<file path="config.mk">
export PLATFORM = sky130hd
export DESIGN_NAME = uart_rx_fifo_flat
export DESIGN_NICKNAME = d
export VERILOG_FILES = /design/src/rtl/uart_pkg.sv /design/src/rtl/uart_rx_fifo_if.sv /design/src/rtl/uart_byte_fifo.sv /design/src/rtl/uart_rx_fifo.sv /design/src/flat_wrapper.sv
export SDC_FILE = /design/constraint.sdc
export NUM_CORES = 1
export LEC_CHECK = 0
export BUFFER_PORTS_ARGS = -buffer_cell sky130_fd_sc_hd__buf_2
export CORE_AREA = 2 2 86 96
export DETAILED_ROUTE_END_ITERATION = 8
export DIE_AREA = 0 0 88 98
export PLACE_DENSITY = 0.75
export SYNTH_ARGS = -nofsm -noshare
export SYNTH_HDL_FRONTEND = slang
export SYNTH_SLANG_ARGS = --single-unit
</file>
<file path="constraint.sdc">
create_clock -name clk -period 2.4 [get_ports clk]
set_clock_uncertainty 0.05 [all_clocks]
set_input_delay 0.12 -clock clk [delete_from_list [all_inputs] [get_ports clk]]
set_output_delay 0.12 -clock clk [all_outputs]
set_load 0.03 [all_outputs]
</file>
<file path="src/rtl/uart_pkg.sv">
// Shared definitions for the UART receive front end.
//   state_t    : receive FSM states (PARITY is used only when the design is
//                built with UART_RX_PARITY_EN defined)
//   DATA_BITS  : payload bits per frame
//   DEF_*      : default clock, baud and oversampling values
//   calc_div   : clk cycles per oversample tick (integer floor)
package uart_pkg;

    typedef enum logic [2:0] {
        WAIT_IDLE,
        IDLE,
        START,
        DATA,
        PARITY,
        STOP
    } state_t;

    localparam int DATA_BITS      = 8;
    localparam int DEF_CLK_FREQ   = 100_000_000;
    localparam int DEF_BAUD       = 9600;
    localparam int DEF_OVERSAMPLE = 16;

    function automatic int calc_div(input int clk_freq, input int baud, input int oversample);
        return clk_freq / (baud * oversample);
    endfunction

endpackage

</file>
<file path="src/rtl/uart_rx_fifo_if.sv">
// Receive-side bus between the UART receiver and the peripheral register block.
//   rd_en      : pop request for the FIFO head (driven by the consumer)
//   rx_data    : FIFO head byte, valid while rx_valid = 1
//   rx_valid   : FIFO not empty
//   rx_full    : FIFO holds FIFO_DEPTH bytes
//   rx_count   : FIFO occupancy
//   frame_err  : one-cycle pulse, stop bit sampled low
//   overrun    : one-cycle pulse, good byte dropped because the FIFO was full
//   parity_err : one-cycle pulse, bad even parity (only with UART_RX_PARITY_EN)
// Modports: master = receiver side, slave = consumer side.
interface uart_rx_fifo_if #(
    parameter int FIFO_DEPTH = 4
);
    localparam int CW = $clog2(FIFO_DEPTH) + 1;

    logic          rd_en;
    logic [7:0]    rx_data;
    logic          rx_valid;
    logic          rx_full;
    logic [CW-1:0] rx_count;
    logic          frame_err;
    logic          overrun;
`ifdef UART_RX_PARITY_EN
    logic          parity_err;

    modport master (
        input  rd_en,
        output rx_data, rx_valid, rx_full, rx_count, frame_err, overrun, parity_err
    );
    modport slave (
        output rd_en,
        input  rx_data, rx_valid, rx_full, rx_count, frame_err, overrun, parity_err
    );
`else
    modport master (
        input  rd_en,
        output rx_data, rx_valid, rx_full, rx_count, frame_err, overrun
    );
    modport slave (
        output rd_en,
        input  rx_data, rx_valid, rx_full, rx_count, frame_err, overrun
    );
`endif

endinterface

</file>
<file path="src/rtl/uart_byte_fifo.sv">
// First-word-fall-through byte FIFO with a registered head.
// Ports:
//   clk, reset (async active-low)
//   push, din   : write request and byte
//   pop         : read request, ignored while empty
//   dout        : registered head byte
//   valid, full, count : status
//   overrun     : one-cycle pulse when a push is dropped (full, no pop)
module uart_byte_fifo #(
    parameter int DEPTH = 4
) (
    input  logic                       clk,
    input  logic                       reset,
    input  logic                       push,
    input  logic [7:0]                 din,
    input  logic                       pop,
    output logic [7:0]                 dout,
    output logic                       valid,
    output logic                       full,
    output logic [$clog2(DEPTH):0]     count,
    output logic                       overrun
);
    localparam int AW = $clog2(DEPTH);
    localparam int CW = AW + 1;

    logic [7:0]    mem [DEPTH];
    logic [AW-1:0] wr_ptr;
    logic [AW-1:0] rd_ptr;
    logic [CW-1:0] cnt;
    logic [7:0]    head;
    logic          overrun_q;
    logic          pop_eff;
    logic          push_eff;
    logic [CW-1:0] remain;

    assign full     = (cnt == CW'(DEPTH));
    assign valid    = (cnt != '0);
    assign pop_eff  = pop && valid;
    // A pop in the same cycle frees the slot, so a push into a full FIFO
    // still lands.
    assign push_eff = push && (!full || pop_eff);
    // Entries left after this cycle's pop, before this cycle's push.
    assign remain   = cnt - CW'(pop_eff);

    always_ff @(posedge clk) begin
        if (push_eff) begin
            mem[wr_ptr] <= din;
        end
    end

    always_ff @(posedge clk or negedge reset) begin
        if (!reset) begin
            wr_ptr    <= '0;
            rd_ptr    <= '0;
            cnt       <= '0;
            head      <= '0;
            overrun_q <= 1'b0;
        end else begin
            wr_ptr    <= wr_ptr + AW'(push_eff);
            rd_ptr    <= rd_ptr + AW'(pop_eff);
            cnt       <= cnt + CW'(push_eff) - CW'(pop_eff);
            overrun_q <= push && full && !pop_eff;
            // Keep the head register equal to the oldest stored byte: the
            // incoming byte if it lands in an otherwise empty FIFO, else the
            // next entry after a pop.
            if (remain == '0) begin
                if (push_eff) begin
                    head <= din;
                end
            end else if (pop_eff) begin
                head <= mem[rd_ptr + AW'(1)];
            end
        end
    end

    assign dout    = head;
    assign count   = cnt;
    assign overrun = overrun_q;

endmodule

</file>
<file path="src/rtl/uart_rx_fifo.sv">
// Oversampling 8N1 UART receiver feeding a small FWFT byte FIFO.
// Optional even-parity support is compiled in with UART_RX_PARITY_EN.
// Ports:
//   clk    : system clock
//   reset  : asynchronous active-low reset
//   rx     : raw serial line, idle high, asynchronous to clk
//   bus    : uart_rx_fifo_if.master (rd_en in; rx_data, rx_valid, rx_full,
//            rx_count, frame_err, overrun [, parity_err] out)
module uart_rx_fifo
    import uart_pkg::*;
#(
    parameter int CLK_FREQ   = DEF_CLK_FREQ,
    parameter int BAUD       = DEF_BAUD,
    parameter int OVERSAMPLE = DEF_OVERSAMPLE,
    parameter int FIFO_DEPTH = 4
) (
    input  logic           clk,
    input  logic           reset,
    input  logic           rx,
    uart_rx_fifo_if.master bus
);
    localparam int DIV   = calc_div(CLK_FREQ, BAUD, OVERSAMPLE);
    localparam int DIV_W = (DIV > 1) ? $clog2(DIV) : 1;
    localparam int PH_W  = $clog2(OVERSAMPLE);
    localparam int M     = OVERSAMPLE / 2;
    localparam int BI_W  = $clog2(DATA_BITS);

    state_t               state;
    state_t               state_n;
    logic                 rx_meta;
    logic                 rxs;
    logic [DIV_W-1:0]     div_cnt;
    logic                 tick;
    logic [PH_W-1:0]      ph;
    logic                 samp_a;
    logic                 samp_b;
    logic                 maj;
    logic                 decide;
    logic                 bit_end;
    logic                 start_edge;
    logic [BI_W-1:0]      bit_idx;
    logic [DATA_BITS-1:0] shreg;
    logic                 push;
    logic                 frame_err_c;
    logic                 frame_err_q;
`ifdef UART_RX_PARITY_EN
    logic                 par_bit;
    logic                 parity_err_c;
    logic                 parity_err_q;
`endif

    // Two-flop synchroniser; resets to the idle level.
    always_ff @(posedge clk or negedge reset) begin
        if (!reset) begin
            rx_meta <= 1'b1;
            rxs     <= 1'b1;
        end else begin
            rx_meta <= rx;
            rxs     <= rx_meta;
        end
    end

    // Oversample tick divider, re-phased to the detected start edge.
    assign start_edge = (state == IDLE) && !rxs;
    assign tick       = (div_cnt == DIV_W'(DIV - 1));

    always_ff @(posedge clk or negedge reset) begin
        if (!reset) begin
            div_cnt <= '0;
        end else if (start_edge || tick) begin
            div_cnt <= '0;
        end else begin
            div_cnt <= div_cnt + DIV_W'(1);
        end
    end

    // Bit value is the majority of the samples at ph = M-1, M and the live
    // sample at ph = M+1, taken on the decision tick.
    assign maj     = (samp_a & samp_b) | (samp_a & rxs) | (samp_b & rxs);
    assign decide  = tick && (ph == PH_W'(M + 1));
    assign bit_end = tick && (ph == PH_W'(OVERSAMPLE - 1));

    always_ff @(posedge clk or negedge reset) begin
        if (!reset) begin
            state <= WAIT_IDLE;
        end else begin
            state <= state_n;
        end
    end

    always_comb begin
        state_n = state;
        case (state)
            WAIT_IDLE: if (tick && rxs) state_n = IDLE;
            IDLE:      if (!rxs) state_n = START;
            START: begin
                if (decide && maj) begin
                    state_n = IDLE;
                end else if (bit_end) begin
                    state_n = DATA;
                end
            end
            DATA: begin
                if (bit_end && (bit_idx == BI_W'(DATA_BITS - 1))) begin
`ifdef UART_RX_PARITY_EN
                    state_n = PARITY;
`else
                    state_n = STOP;
`endif
                end
            end
`ifdef UART_RX_PARITY_EN
            PARITY:    if (bit_end) state_n = STOP;
`endif
            // Leave at the stop decision so an early next start edge is seen.
            STOP:      if (decide) state_n = maj ? IDLE : WAIT_IDLE;
            default:   state_n = WAIT_IDLE;
        endcase
    end

    always_comb begin
        push        = 1'b0;
        frame_err_c = 1'b0;
`ifdef UART_RX_PARITY_EN
        parity_err_c = 1'b0;
`endif
        if ((state == STOP) && decide) begin
            if (!maj) frame_err_c = 1'b1;
`ifdef UART_RX_PARITY_EN
            else if ((^shreg) ^ par_bit) parity_err_c = 1'b1;
`endif
            else push = 1'b1;
        end
    end

    // Bit timing and shift register.
    always_ff @(posedge clk or negedge reset) begin
        if (!reset) begin
            ph      <= '0;
            samp_a  <= 1'b1;
            samp_b  <= 1'b1;
            bit_idx <= '0;
            shreg   <= '0;
`ifdef UART_RX_PARITY_EN
            par_bit <= 1'b0;
`endif
        end else begin
            if ((state == IDLE) || (state == WAIT_IDLE)) begin
                ph <= '0;
            end else if (tick) begin
                ph <= (ph == PH_W'(OVERSAMPLE - 1)) ? '0 : ph + PH_W'(1);
            end
            if (tick && (ph == PH_W'(M - 1))) samp_a <= rxs;
            if (tick && (ph == PH_W'(M)))     samp_b <= rxs;
            if (state == START) begin
                bit_idx <= '0;
            end else if ((state == DATA) && bit_end) begin
                bit_idx <= bit_idx + BI_W'(1);
            end
            // LSB arrives first, so shift in from the top.
            if ((state == DATA) && decide) begin
                shreg <= {maj, shreg[DATA_BITS-1:1]};
            end
`ifdef UART_RX_PARITY_EN
            if ((state == PARITY) && decide) par_bit <= maj;
`endif
        end
    end

    // Status pulses are registered to line up with the FIFO update.
    always_ff @(posedge clk or negedge reset) begin
        if (!reset) begin
            frame_err_q  <= 1'b0;
`ifdef UART_RX_PARITY_EN
            parity_err_q <= 1'b0;
`endif
        end else begin
            frame_err_q  <= frame_err_c;
`ifdef UART_RX_PARITY_EN
            parity_err_q <= parity_err_c;
`endif
        end
    end

    assign bus.frame_err  = frame_err_q;
`ifdef UART_RX_PARITY_EN
    assign bus.parity_err = parity_err_q;
`endif

    uart_byte_fifo #(
        .DEPTH (FIFO_DEPTH)
    ) u_fifo (
        .clk     (clk),
        .reset   (reset),
        .push    (push),
        .din     (shreg),
        .pop     (bus.rd_en),
        .dout    (bus.rx_data),
        .valid   (bus.rx_valid),
        .full    (bus.rx_full),
        .count   (bus.rx_count),
        .overrun (bus.overrun)
    );

endmodule

</file>
<file path="src/flat_wrapper.sv">
// flat-port wrapper written by rule: the top's interface ports become plain ports
module uart_rx_fifo_flat import uart_pkg::*;
#(
    parameter int CLK_FREQ   = DEF_CLK_FREQ,
    parameter int BAUD       = DEF_BAUD,
    parameter int OVERSAMPLE = DEF_OVERSAMPLE,
    parameter int FIFO_DEPTH = 4
)
  (clk, reset, rx, bus_rd_en, bus_rx_data, bus_rx_valid, bus_rx_full, bus_rx_count, bus_frame_err, bus_overrun);
  uart_rx_fifo_if #(.FIFO_DEPTH(FIFO_DEPTH)) bus_i ();
  input  logic clk;
  input  logic reset;
  input  logic rx;
  input wire logic [$bits(bus_i.rd_en)-1:0] bus_rd_en;
  output wire logic [$bits(bus_i.rx_data)-1:0] bus_rx_data;
  output wire logic [$bits(bus_i.rx_valid)-1:0] bus_rx_valid;
  output wire logic [$bits(bus_i.rx_full)-1:0] bus_rx_full;
  output wire logic [$bits(bus_i.rx_count)-1:0] bus_rx_count;
  output wire logic [$bits(bus_i.frame_err)-1:0] bus_frame_err;
  output wire logic [$bits(bus_i.overrun)-1:0] bus_overrun;
  assign bus_i.rd_en = bus_rd_en;
  assign bus_rx_data = bus_i.rx_data;
  assign bus_rx_valid = bus_i.rx_valid;
  assign bus_rx_full = bus_i.rx_full;
  assign bus_rx_count = bus_i.rx_count;
  assign bus_frame_err = bus_i.frame_err;
  assign bus_overrun = bus_i.overrun;
  uart_rx_fifo #(.CLK_FREQ(CLK_FREQ), .BAUD(BAUD), .OVERSAMPLE(OVERSAMPLE), .FIFO_DEPTH(FIFO_DEPTH)) u_core (.clk(clk), .reset(reset), .rx(rx), .bus(bus_i));
endmodule
</file>
==> results.sh <==
export IMPL_crit_required_ps=2590
export IMPL_drtPass1Iterations=4
export IMPL_r2r_start="u_core.div_cnt[0]"
export IMPL_dieArea_um2=8620
export IMPL_max_freq_mhz=417
export IMPL_drive_gt1_share_pct=38.6
export IMPL_drv_cap=0
export IMPL_crit_type="reg2reg"
export IMPL_yosys_area_top_type_share_pct=30.7
export IMPL_cts_max_path_buffers=2
export IMPL_worst_pin_slew_ps=913
export IMPL_avgSynthCellArea_um2=14.2
export IMPL_power_density_nw_per_um2=545
export IMPL_yosys_area_top_type="dfrtp_1"
export IMPL_vdd_drop_max_mv=0.300
export IMPL_synth_cell_types=52
export IMPL_wirelength_um=6610
export IMPL_final_util_pct=57.0
export IMPL_avgRoutedWirePerCell_um=15.3
export IMPL_vias=2308
export IMPL_grt_max_degree=42
export IMPL_die_w_um=88
export IMPL_synth_cells=259
export IMPL_clk_latency_ps=360
export IMPL_drc=0
export IMPL_gp_congestion=0.787
export IMPL_final_cell_area_um2=4390
export IMPL_synth_common_cells="dfrtp_1 (45), edfxtp_1 (32), nor2_1 (18), ha_1 (12), nand2_1 (12)"
export IMPL_cts_sinks=81
export IMPL_cp_slowest_stage_delay_ps=400
export IMPL_regArea_um2=2190
export IMPL_finalPower_mw=2.39
export IMPL_setup_violations=0
export IMPL_crit_buf_inv=3
export IMPL_area_growth_syn_to_layout_pct=19.7
export IMPL_dp_hpwl_um=4530
export IMPL_synth_edf_count=32
export IMPL_drt_antenna_violating_nets=0
export IMPL_slew_headroom_pct=39.1
export IMPL_status="complete, no violations"
export IMPL_crit_path_cell_trace="inv_1 > ha_2 > and3b_1 > nor3b_4 > nand3_2 > ha_4 > inv_2 > ha_4 > inv_2 > fa_2 > xnor2_2 > xnor2_1"
export IMPL_antenna_found_initial=0
export IMPL_grt_pass1_wl_um=11100
export IMPL_grt_pass1_vias=2310
export IMPL_grt_ovfl_total=0
export IMPL_slowest_stage="fa_2"
export IMPL_startpoint="u_core.div_cnt[0]"
export IMPL_leakagePower_nw=2.01
export IMPL_synth_most_common_cell="dfrtp_1"
export IMPL_cts_buffers=9
export IMPL_port_buffers=18
export IMPL_slew_viol_final=0
export IMPL_tritoncts="built"
export IMPL_yosysSeqAreaShare_pct=59.8
export IMPL_hold_violations=0
export IMPL_hold_class="in2reg"
export IMPL_start_util_pct=47.6
export IMPL_combPwrFrac_pct=1.2
export IMPL_async_flop_share_pct=60.5
export IMPL_ctsRootBufferMaster="clkbuf_8"
export IMPL_ff2ff_path_depth=12
export IMPL_placementRows=34
export IMPL_synthesis_area_um2=3670
export IMPL_drt_iter0_markers=98
export IMPL_crit_family="adder cells"
export IMPL_path_depth=12
export IMPL_clkTransAtPathRegs_ps=80
export IMPL_synth_ff_type="dfrtp_1"
export IMPL_core_area_um2=7700
export IMPL_via_per_inst=5.34
export IMPL_cts_max_level=3
export IMPL_endpoint_kind="flip-flop"
export IMPL_start_kind="flip-flop"
export IMPL_num_antenna_cells=0
export IMPL_nets=336
export IMPL_p_sw_uw=553
export IMPL_switching_share_pct=23.1
export IMPL_io_pins=19
export IMPL_fin_crit_ps=2400
export IMPL_p_int_mw=1.84
export IMPL_placed_area_um2=4100
export IMPL_hold_depth=4
export IMPL_n_fill_cell=601
export IMPL_finalCritPeriodShare_pct=99.9
export IMPL_dieHeight_um=98
export IMPL_multi_input_area_um2=1450
export IMPL_worstHoldStart="bus_rd_en"
export IMPL_r2r_end="u_core.u_fifo.count[2]"
export IMPL_arrival_ps=2590
export IMPL_worstPathMaxFanout=2
export IMPL_yosys_warnings=0
export IMPL_grt_total_usage_pct=16.8
export IMPL_synth_seq_cells=81
export IMPL_min_to="u_core.u_fifo.overrun"
export IMPL_syn_num_nets=276
export IMPL_rsz0062_at_grt="true"
export IMPL_pwr_share_seq_pct=59.9
export IMPL_synth_area_leaders="dfrtp_1 (31%), edfxtp_1 (26%), mux4_2 (4.9%)"
export IMPL_r2r_slack_ps=2
export IMPL_p_clk_share_pct=38.9
==> sequential cells by signal, summed over array words and instances, names as in the netlist, 2 cells and up <==
signal,cells
u_core.state,3
u_core.u_fifo.wr_ptr,2
u_core.div_cnt,10
u_core.shreg,8
u_core.u_fifo.mem,32
u_core.u_fifo.dout,8
u_core.ph,4
u_core.u_fifo.count,3
u_core.bit_idx,3
u_core.u_fifo.rd_ptr,2
==> how the worst max path moves through the flow <==
| stage | endpoint | slack, ps |
|---|---|---|
| after detailed placement | u_core.u_fifo.count[2] | 20 |
| after global routing | u_core.u_fifo.count[2] | -100 |
| final | u_core.u_fifo.count[2] | 2 |
| after floorplan | u_core.u_fifo.count[2] | -110 |
| after CTS | u_core.u_fifo.count[2] | 0.3 |
| after global placement | u_core.u_fifo.count[2] | 80 |
==> layout by cell type (no fill, tap or decap), types with 2 or more instances in the layout <==
cell type,n
inv_2,2
nand2_1,12
nor4_1,2
dfstp_2,4
buf_4,37
xor2_1,9
nor2_1,18
mux2i_1,2
xnor2_1,4
nor3b_1,3
o221a_2,8
nand4_1,4
mux4_2,8
o31a_1,2
and3b_1,2
a21oi_1,4
nand3_2,2
nand3b_1,3
inv_1,9
o311ai_0,2
inv_6,3
nand3_1,7
edfxtp_1,32
buf_2,18
nor3_1,3
o21ai_0,2
ha_1,9
and2_1,3
clkbuf_8,9
clkinv_4,2
dlygate4sd3_1,2
dfrtp_1,44
mux2_2,10
and3_1,3
nand2b_1,10
ha_4,2
or3_1,3
==> per-stage QoR <==
stage	setup TNS [ps]	instances	worst slack, ps	hold slack, ps
finish	0	432	2.48	17.7
CTS	0	428	0.347	0.847
floorplan	-155	259	-110	-226
detailed placement	0	410	24.1	177
global route	-97.8	432	-97.8	17.0
global placement	0	410	84.6	176
==> worst register-to-register path: cells and delay by family (launching register included) <==
| family | cells | cell delay, ps |
|---|---|---|
| adder cells (fa/ha/maj) | 4 | 900 |
| AND/OR/NAND/NOR | 3 | 540 |
| flip-flops | 1 | 390 |
| XOR/XNOR | 2 | 270 |
| buffers and inverters | 3 | 160 |
==> power groups by stage <==
stage / clock network, mW / registers (mW) / logic, mW
floorplan: 0 / 1.46 / 0.00195
global placement: 0 / 1.46 / 0.0264
detailed placement: 0 / 1.46 / 0.0268
CTS: 0.955 / 1.43 / 0.0293
global route: 1.02 / 1.43 / 0.0329
finish: 0.930 / 1.43 / 0.0279
==> cell type report <==
cell class / instances / share of cell area, %
flip-flops and latches: 81 / 50.0
multi-input cells: 159 / 32.9
repair buffers: 57 / 8.84
well taps: 108 / 3.08
clock buffers: 9 / 2.82
clock inverters: 7 / 1.43
inverters: 11 / 0.941
==> cell families (layout without fill, tap and decap cells) <==
kind of cell | after synthesis | count (layout) | share of synthesized area [%]
AND/OR/NAND/NOR | 84 | 84 | 14.1
flip-flops | 81 | 81 | 59.8
AO/OA/AOI/OAI | 27 | 27 | 6.93
multiplexers | 20 | 20 | 8.53
buffers and inverters | 19 | 84 | 2.32
adder cells (fa/ha/maj) | 14 | 14 | 4.95
XOR/XNOR | 14 | 14 | 3.34
==> routing by layer <==
| layer | share of wire, % | global-route usage (%) | vias up |
|---|---|---|---|
| met5 | 0 | 0 | - |
| met2 | 52 | 28.7 | 33 |
| met4 | 1.6 | 7.10 | 0 |
| met3 | 2.4 | 3.04 | 12 |
| met1 | 44 | 20.6 | 1176 |
| li1 | - | - | 1087 |
==> repair_timing <==
action | 4_1_cts | 5_1_grt
gates resized for setup | 0 | 9
endpoints found under the hold margin | 36 | 0
setup buffers | 0 | 4
hold buffers | 2 | 0
setup endpoints to repair | 0 | 10
No activity file was read; power rests on OpenSTA's default activity.
